<file path="src/rtl/alu_exec_unit.sv">
// alu_exec_unit: execute-stage ALU with a registered result.
// Logic and arithmetic ops finish in one cycle. Shifts by a non-zero
// amount run one bit per cycle and hold Busy until they finish.
//
// Handshake: Start is sampled on a rising edge only while Busy is low, and
// each accepted request completes with exactly one single-cycle Done pulse.
// Result and Zero update on that same edge and hold until the next
// completion. Start seen while Busy is high is dropped. The Busy output is
// the FSM state (high means SHIFT), so the state can be observed directly.
module alu_exec_unit #(
  parameter int WIDTH   = 32,
  parameter int SHAMT_W = 5
) (
  input  logic             clk,
  input  logic             reset,
  input  logic             Start,
  input  logic [3:0]       Operation,
  input  logic [WIDTH-1:0] A,
  input  logic [WIDTH-1:0] B,
  output logic [WIDTH-1:0] Result,
  output logic             Zero,
  output logic             Busy,
  output logic             Done
);

  localparam logic [3:0] OP_AND = 4'b0000;
  localparam logic [3:0] OP_OR  = 4'b0001;
  localparam logic [3:0] OP_ADD = 4'b0010;
  localparam logic [3:0] OP_SUB = 4'b0110;
  localparam logic [3:0] OP_SLT = 4'b0111;
  localparam logic [3:0] OP_XOR = 4'b1100;
  localparam logic [3:0] OP_SLL = 4'b0011;
  localparam logic [3:0] OP_SRL = 4'b1000;
  localparam logic [3:0] OP_SRA = 4'b1001;

  localparam logic [0:0] IDLE  = 1'b0;
  localparam logic [0:0] SHIFT = 1'b1;

  localparam logic [1:0] M_SLL = 2'd0;
  localparam logic [1:0] M_SRL = 2'd1;
  localparam logic [1:0] M_SRA = 2'd2;

  logic [0:0]         state;
  logic [WIDTH-1:0]   work;
  logic [SHAMT_W-1:0] count;
  logic [1:0]         mode;

  logic [WIDTH-1:0]   quick;
  logic               is_shift;
  logic [1:0]         req_mode;
  logic [SHAMT_W-1:0] shamt;
  logic [WIDTH-1:0]   step;

  // Only the low shift-amount bits of B count; upper bits are ignored.
  assign shamt = B[SHAMT_W-1:0];
  assign Busy  = (state == SHIFT);

  // One-cycle result for the current request. A shift by zero returns A.
  always_comb begin
    quick    = '0;
    is_shift = 1'b0;
    req_mode = M_SLL;
    case (Operation)
      OP_AND: quick = A & B;
      OP_OR:  quick = A | B;
      OP_ADD: quick = A + B;
      OP_SUB: quick = A - B;
      OP_SLT: quick = {{(WIDTH-1){1'b0}}, ($signed(A) < $signed(B))};
      OP_XOR: quick = A ^ B;
      OP_SLL: begin quick = A; is_shift = 1'b1; req_mode = M_SLL; end
      OP_SRL: begin quick = A; is_shift = 1'b1; req_mode = M_SRL; end
      OP_SRA: begin quick = A; is_shift = 1'b1; req_mode = M_SRA; end
      default: quick = '0;
    endcase
  end

  // One-bit shift of the working register in the latched direction.
  always_comb begin
    step = work << 1;
    case (mode)
      M_SRL:   step = work >> 1;
      M_SRA:   step = {work[WIDTH-1], work[WIDTH-1:1]};
      default: step = work << 1;
    endcase
  end

  // FSM, shift datapath and the registered Result/Zero/Done outputs.
  always_ff @(posedge clk or posedge reset) begin
    if (reset) begin
      state  <= IDLE;
      work   <= '0;
      count  <= '0;
      mode   <= M_SLL;
      Result <= '0;
      Zero   <= 1'b1;
      Done   <= 1'b0;
    end else begin
      Done <= 1'b0;
      case (state)
        IDLE: begin
          if (Start) begin
            if (is_shift && (shamt != '0)) begin
              work  <= A;
              count <= shamt;
              mode  <= req_mode;
              state <= SHIFT;
            end else begin
              Result <= quick;
              Zero   <= (quick == '0);
              Done   <= 1'b1;
            end
          end
        end
        SHIFT: begin
          work  <= step;
          count <= count - SHAMT_W'(1);
          if (count == SHAMT_W'(1)) begin
            Result <= step;
            Zero   <= (step == '0);
            Done   <= 1'b1;
            state  <= IDLE;
          end
        end
        default: state <= IDLE;
      endcase
    end
  end

endmodule

</file>
<file path="config.mk">
export PLATFORM = sky130hd
export DESIGN_NAME = alu_exec_unit
export DESIGN_NICKNAME = d
export VERILOG_FILES = /design/src/rtl/alu_exec_unit.sv
export SDC_FILE = /design/constraint.sdc
export NUM_CORES = 1
export LEC_CHECK = 0
export ABC_AREA = 1
export CORE_ASPECT_RATIO = 0.8
export CORE_UTILIZATION = 42
export DETAILED_ROUTE_END_ITERATION = 7
export PLACE_DENSITY = 0.73
export SLEW_MARGIN = 10
export SYNTH_ARGS = -nofsm -noshare
export SYNTH_HDL_FRONTEND = slang
export SYNTH_SLANG_ARGS = --single-unit
</file>
<file path="constraint.sdc">
create_clock -name clk -period 3.36 [get_ports clk]
set_input_delay 0.672 -clock clk [delete_from_list [all_inputs] [get_ports clk]]
set_output_delay 0.672 -clock clk [all_outputs]
set_load 0.05 [all_outputs]
</file>
==> impl_metrics.toml, run 1 <==
[placement]
post_dp_cell_area_um2 = 14200
dp_cells = 2444
globalplace.congestion = 1.00
hpwl_um = 39500
place_ws_ns = -0.614
numPortBuffers = 105

[critical_path]
critPathLaunchType = "primary input"
crit_family = "simple AND/OR/NAND/NOR gates"
worstPathRequired_ns = 3.63
path_class = "in2reg"
slowest_delay_ns = 0.49
crit_path_max_fanout = 7
crit_path_end_kind = "flop"
crit_path_frequent_cell = "nand2_1"
path_cells = "clkdlybuf4s50_1 -> inv_1 -> ha_2 -> buf_4 -> nand2_1 -> nor2_1 -> nand2_1 -> nor2_1 -> nand2_1 -> nand2_1 -> nand2_1 -> nand3_1 -> nand2_1 -> nor2_4 -> nand3_1 -> nor2_1 -> nand3_1 -> a21oi_2"
cp.arrival_ns = 3.55
critPathBufInv = 3
worst_path_max_delay_cell = "clkdlybuf4s50_1"

[clocking]
htreeDepth = 3
path_clk_slew_ns = 0.05
cts_tree = "built"
ctsLongestPathBuffers = 2
clk_latency_ns = 0.34
cts_root_buffer = "clkbuf_16"
cts_sinks = 74
cts_buffers = 9

[synthesis]
synth_top_area_share = 0.180
yosys.area.top_type = "nand2_1"
avgSynthCellArea_um2 = 5.97
ys.flop_type = "dfrtp_1"
synth_area_leaders = "nand2_1 18%, dfrtp_1 18%, ha_1 12%"
async_flop_share = 1.00
synth.distinct_cells = 41
synth-edff-count = 0
synth_nets = 1919
seq_area_frac_synth = 0.178
syn_area_um2 = 10400
synthCells = 1743
synth-seq-cells = 74
yosys_warnings = 0

[cells_and_area]
drive_gt1_frac = 0.260
fin_util = 0.624
multiInputGateArea_um2 = 7650
post-route-cell-area_um2 = 15200
area_delta_synth_final_pct = 45.7
nNetsFinal = 2317
fin_cells = 2462
regArea_um2 = 1850
nFillCells = 2333

[grt]
grt_first_pass_wirelength_um = 70600
antenna_found_initial = 1
grt_usage = 0.370
first_global_vias = 12270
overflow = 0
grt-busiest-layer = "met1"
met1_usage = 0.570
use_met2 = 0.539
grt_use_met3 = 0.0583
grt_max_degree = 37

[timing]
setup_slack_ns = 0.0748
finalHoldViolCount = 0
setup_viol = 0
skew_ns = 0.00442
slew_viol_final = 0
holdWs_ns = 0.480
tightest_slew_ns = 0.841
timing.setup.tns_ns = 0
relSlewSlack = 0.439
finalCritPeriodShare = 0.978
fin_crit_ns = 3.29
fmax_ghz = 0.304

[route]
first_pass_iters = 6
viasPerCell = 5.52
vias = 13580
drt-initial-drc-count = 1609
postRouteAntennaNets = 0
wl_per_cell_um = 19.5
drc_errors = 0
wirelength_um = 47900

[floorplanning]
pin_count = 106
rows = 51
initial_utilization = 0.428
die_w_um = 178
die-area_um2 = 25400
die_y_um = 143
core_area_um2 = 24300

[power_and_ir_drop]
power.total_mw = 7.29
p_per_area_nw_per_um2 = 481
p_leak_nw = 7.86
ir_worst_vdd_mv = 0.365

[min_path]
hold_class = "reg2reg"

[run_status]
status = "finished, final reports clean"

[flow_run]
cap_violations = 0
-- tightest hold or removal path: stages, from the launching register on --
cell and delay (ns):
dfrtp_1 0.34, nand2_1 0.05, nand2_1 0.05
-- state kept, by name, indices dropped and copies added, names as in the netlist --
name	count
Result	32
mode	2
count	5
Done	1
Zero	1
work	32
Busy	1
-- cells in the mapped netlist (3+ instances only) --
master    count
nor4_1       13
a221oi_1     21
nand3_1     154
nor2_4        4
nand3_2       6
buf_6        11
nor2_1      161
o221ai_1     35
a21oi_1      64
o21bai_1      9
nand2_2      12
o211ai_1      8
inv_1       304
buf_4        14
o21ai_0      40
nor2_2       12
ha_1        103
a21oi_2       3
dfrtp_1      73
inv_2         9
nor3_2        3
nand4_1      21
a31oi_1      30
buf_1         6
or2_2         4
o22ai_1      51
clkbuf_1     18
nand2_1     499
nor3_1       14
and2_1        3
buf_2        24
-- kinds of logic (layout without fill, tap and decap cells) --
kind of cell,after synthesis,in the layout,synth area share
fa+ha+maj,105,105,0.128
buf+inv,386,785,0.155
compound gates,268,268,0.165
simple gates,910,910,0.374
flops,74,74,0.178
other cells,0,2,0
-- per-layer routing --
layer / part of all wire / vias to the layer above / routed length (um)
met1: 0.47 / 6431 / 22500
met4: 0.0098 / 0 / 471
met3: 0.10 / 43 / 4950
li1: - / 6438 / -
met5: 0 / - / 0
met2: 0.42 / 668 / 20000
-- cell usage in the layout, fill, tap and decap left out, types with 10 or more instances in the layout --
cell / synthesis / layout
nand2_1: 499 / 471
buf_4: 14 / 346
inv_1: 304 / 301
nor2_1: 161 / 134
nand3_1: 154 / 129
clkdlybuf4s50_1: 0 / 103
ha_1: 103 / 78
dfrtp_1: 73 / 73
o22ai_1: 51 / 51
a21oi_1: 64 / 51
nand2_2: 12 / 39
nor2_2: 12 / 35
o221ai_1: 35 / 35
o21ai_0: 40 / 33
a31oi_1: 30 / 30
nand3_2: 6 / 23
a221oi_1: 21 / 21
nand4_1: 21 / 21
ha_4: 0 / 17
a21oi_2: 3 / 16
inv_2: 9 / 11
nor3_1: 14 / 10
nor4_1: 13 / 10
-- report_power, final --
part	internal, mW	leakage (nW)	switching [mW]	total, mW
clock	0.501	0.123	0.328	0.829
combinational	1.82	6.81	3.14	4.96
sequential	1.30	0.931	0.193	1.50
-- cell type report --
type / instances / area share
multi-input cells: 1283 / 0.504
repair buffers: 460 / 0.253
flip-flops and latches: 74 / 0.122
inverters: 313 / 0.0776
well taps: 318 / 0.0262
clock buffers: 11 / 0.0160
clock inverters: 1 / 0.000330
diodes: 2 / 0.000330
-- worst paths after layout --
check	from	end	cells past startpoint	slack, ns
setup reg to reg	mode[0]	Zero	10	1.00
hold reg to reg	Result[2]	Result[2]	2	0.48
hold / removal	Result[2]	Result[2]	2	0.48
setup / recovery	B[22]	Zero	18	0.07
max in group asynchronous	reset	work[2]	3	1.95
min in group asynchronous	reset	Result[28]	2	0.71
-- what timing repair did --
action | CTS | global route
hold buffers | 0 | 0
setup buffers | 0 | 4
gates resized for setup | 19 | 150
setup endpoints to repair | 2 | 8
pin swaps | 0 | 23
cloned | 0 | 0
Note: power is estimated with default switching activity, not from simulation.
==> inputs of run 2 (changes only) <==
--- a/config.mk
+++ b/config.mk
@@ -7,9 +7,10 @@
 export LEC_CHECK = 0
 export ABC_AREA = 1
 export CORE_ASPECT_RATIO = 0.8
-export CORE_UTILIZATION = 42
+export CORE_UTILIZATION = 49
 export DETAILED_ROUTE_END_ITERATION = 7
-export PLACE_DENSITY = 0.73
+export MAX_ROUTING_LAYER = met4
+export PLACE_DENSITY = 0.81
 export SLEW_MARGIN = 10
 export SYNTH_ARGS = -nofsm -noshare
 export SYNTH_HDL_FRONTEND = slang
==> run 2 against run 1 <==
  * Non-clock buffer count decreased by 25
  * Fmax increased by 0.42%
  * Utilization increased by 8.1 points
  * Routed wire length decreased by 1.1%
  * Sequential cell count unchanged
  * Sequential power about the same
  * Final area decreased by 3.6%
  * Clock-buffer cell count unchanged
  * Final cell count decreased by 3.0%
  * Via count increased by 1.5%
  * Highest routed layer unchanged
==> impl_metrics.toml, run 2 (synthesis gave the netlist of run 1 again) <==
[floorplanning]
core_area_um2 = 20800
rows = 47
initial_utilization = 0.501
die_w_um = 165
die_y_um = 132
die-area_um2 = 21800
pin_count = 106

[run_status]
status = "finished, final reports clean"

[cells_and_area]
nNetsFinal = 2292
multiInputGateArea_um2 = 7310
area_delta_synth_final_pct = 40.5
top_regs = "Result (32), work (32), count (5)"
final_common_cell = "nand2_1"
nFillCells = 1815
regArea_um2 = 1850
drive_gt1_frac = 0.227
most-common-layout-cells = "482 x nand2_1, 321 x buf_4, 303 x inv_1"
num_antenna_cells = 0
post-route-cell-area_um2 = 14600

[critical_path]
worstPathRequired_ns = 3.58
crit_path_end_kind = "flop"
r2r_start = "mode[0]"
worst_path_max_delay_cell = "clkdlybuf4s50_1"
cp.arrival_ns = 3.49
path_class = "in2reg"
crit_path_max_fanout = 5
reg2reg_to = "Zero"
crit_path_end = "Result[27]"
crit_path_frequent_cell = "nand2_1"
r2r_cells = 10
crit_start = "B[4]"
critPathLaunchType = "primary input"
path_cells = "clkdlybuf4s50_1 -> inv_1 -> ha_2 -> inv_2 -> nand2_1 -> nand2_1 -> buf_4 -> nand2_1 -> nand2_1 -> nand2_1 -> nand3_1 -> nand2_2 -> nand2_1 -> nand2_1 -> nand3_1 -> nand2_1 -> nor2_4 -> o21ai_0 -> buf_4 -> a31oi_1"
r2r_slack_ns = 0.61
slowest_delay_ns = 0.48

[placement]
globalplace.congestion = 1.07
numPortBuffers = 105
post_dp_cell_area_um2 = 14000
hpwl_um = 39000
place_ws_ns = -0.298

[clocking]
htreeDepth = 3
path_clk_slew_ns = 0.06
cts_tree = "built"
clk_latency_ns = 0.34
ctsLongestPathBuffers = 2
cts_sinks = 74
cts_setup_buffers = 0
cts_root_buffer = "clkbuf_16"
cts_buffers = 9

[grt]
grt_max_degree = 46
antenna_found_initial = 0
first_global_vias = 12371
overflow = 0
grt_first_pass_wirelength_um = 70100
grt_usage = 0.440

[power_and_ir_drop]
ir_worst_vdd_mv = 0.998
switching_share = 0.505
power.internal_mw = 3.66
p_leak_nw = 7.73
seq_power_share = 0.203
p_sw_mw = 3.73
pwr-share-clk = 0.131
p_per_area_nw_per_um2 = 505
p_comb_frac = 0.666
power.total_mw = 7.39

[timing]
tightest_slew_ns = 1.41
skew_ns = 0.00579
finalCritPeriodShare = 0.974
fin_crit_ns = 3.27
fmax_ghz = 0.306
slew_viol_final = 0
holdWs_ns = 0.503
setup_slack_ns = 0.0885
relSlewSlack = 0.0563
finalHoldViolCount = 0
setup_viol = 0

[min_path]
hold_class = "reg2reg"

[route]
drc_errors = 0
vias = 13778
drt-initial-drc-count = 2033
wl_per_cell_um = 19.8
viasPerCell = 5.77
wirelength_um = 47400
postRouteAntennaNets = 0
first_pass_iters = 7

[flow_run]
cap_violations = 0
[run 2: cell count changes in the layout (fill, tap and decap cells not counted), sizes merged]
cell / delta
bufinv: +1
clkinvlp: +1
inv: +1
buf: -25
diode: -2
[run 2: critical path: cells and delay by family]
family                   cells  cell delay, ns
buffers and inverters        5            0.91
AND/OR/NAND/NOR             12            1.13
AO/OA/AOI/OAI                2            0.36
adder cells (fa/ha/maj)      1            0.41
[run 2: per-layer routing]
| layer | vias to the layer above | routed length (um) | track usage |
|---|---|---|---|
| met5 | - | 0 | - |
| met2 | 934 | 19300 | 0.613 |
| met3 | 90 | 6310 | 0.0978 |
| li1 | 6405 | - | - |
| met4 | 0 | 991 | 0.0872 |
| met1 | 6349 | 20800 | 0.641 |
[run 2: worst min-delay path by stage]
stage,start,endpoint,slack (ns),cells after the start
global route,Result[1],Result[1],0.54,1
CTS,Result[2],Result[2],0.50,2
finish,Result[2],Result[2],0.50,2
global placement,Result[28],Result[28],0.47,2
floorplan,work[2],work[2],0.49,2
detailed placement,Result[2],Result[2],0.47,2
[run 2: area by class of cell]
| type | instances | share of cell area |
|---|---|---|
| Inverter | 313 | 0.0804 |
| Clock buffer | 11 | 0.0173 |
| Timing Repair Buffer | 435 | 0.249 |
| Tap cell | 269 | 0.0230 |
| Multi-Input combinational cell | 1283 | 0.500 |
| Sequential cell | 74 | 0.127 |
| Clock inverter | 4 | 0.00351 |
[run 2: power by group through the flow]
stage / logic, mW / clock network [mW] / registers, mW
final: 4.92 / 0.965 / 1.50
after global routing: 5.20 / 1.00 / 1.54
after CTS: 4.71 / 0.964 / 1.49
after detailed placement: 4.64 / 0 / 1.50
after global placement: 4.55 / 0 / 1.48
after floorplan: 2.18 / 0 / 2.21
[run 2: metrics by stage]
step	TNS, ns	cells	util
final	0	2389	0.704
after global placement	-1.16	2374	0.672
after CTS	0	2389	0.687
after global routing	-0.0184	2389	0.704
after floorplan	0	1743	-
after detailed placement	-1.64	2374	0.672
[run 2: what timing repair did]
item                                    4_1_cts  5_1_grt
endpoints found under the hold margin         0        0
endpoints found under the setup margin        0        6
hold buffers                                  0        0
resized for setup                             0       96
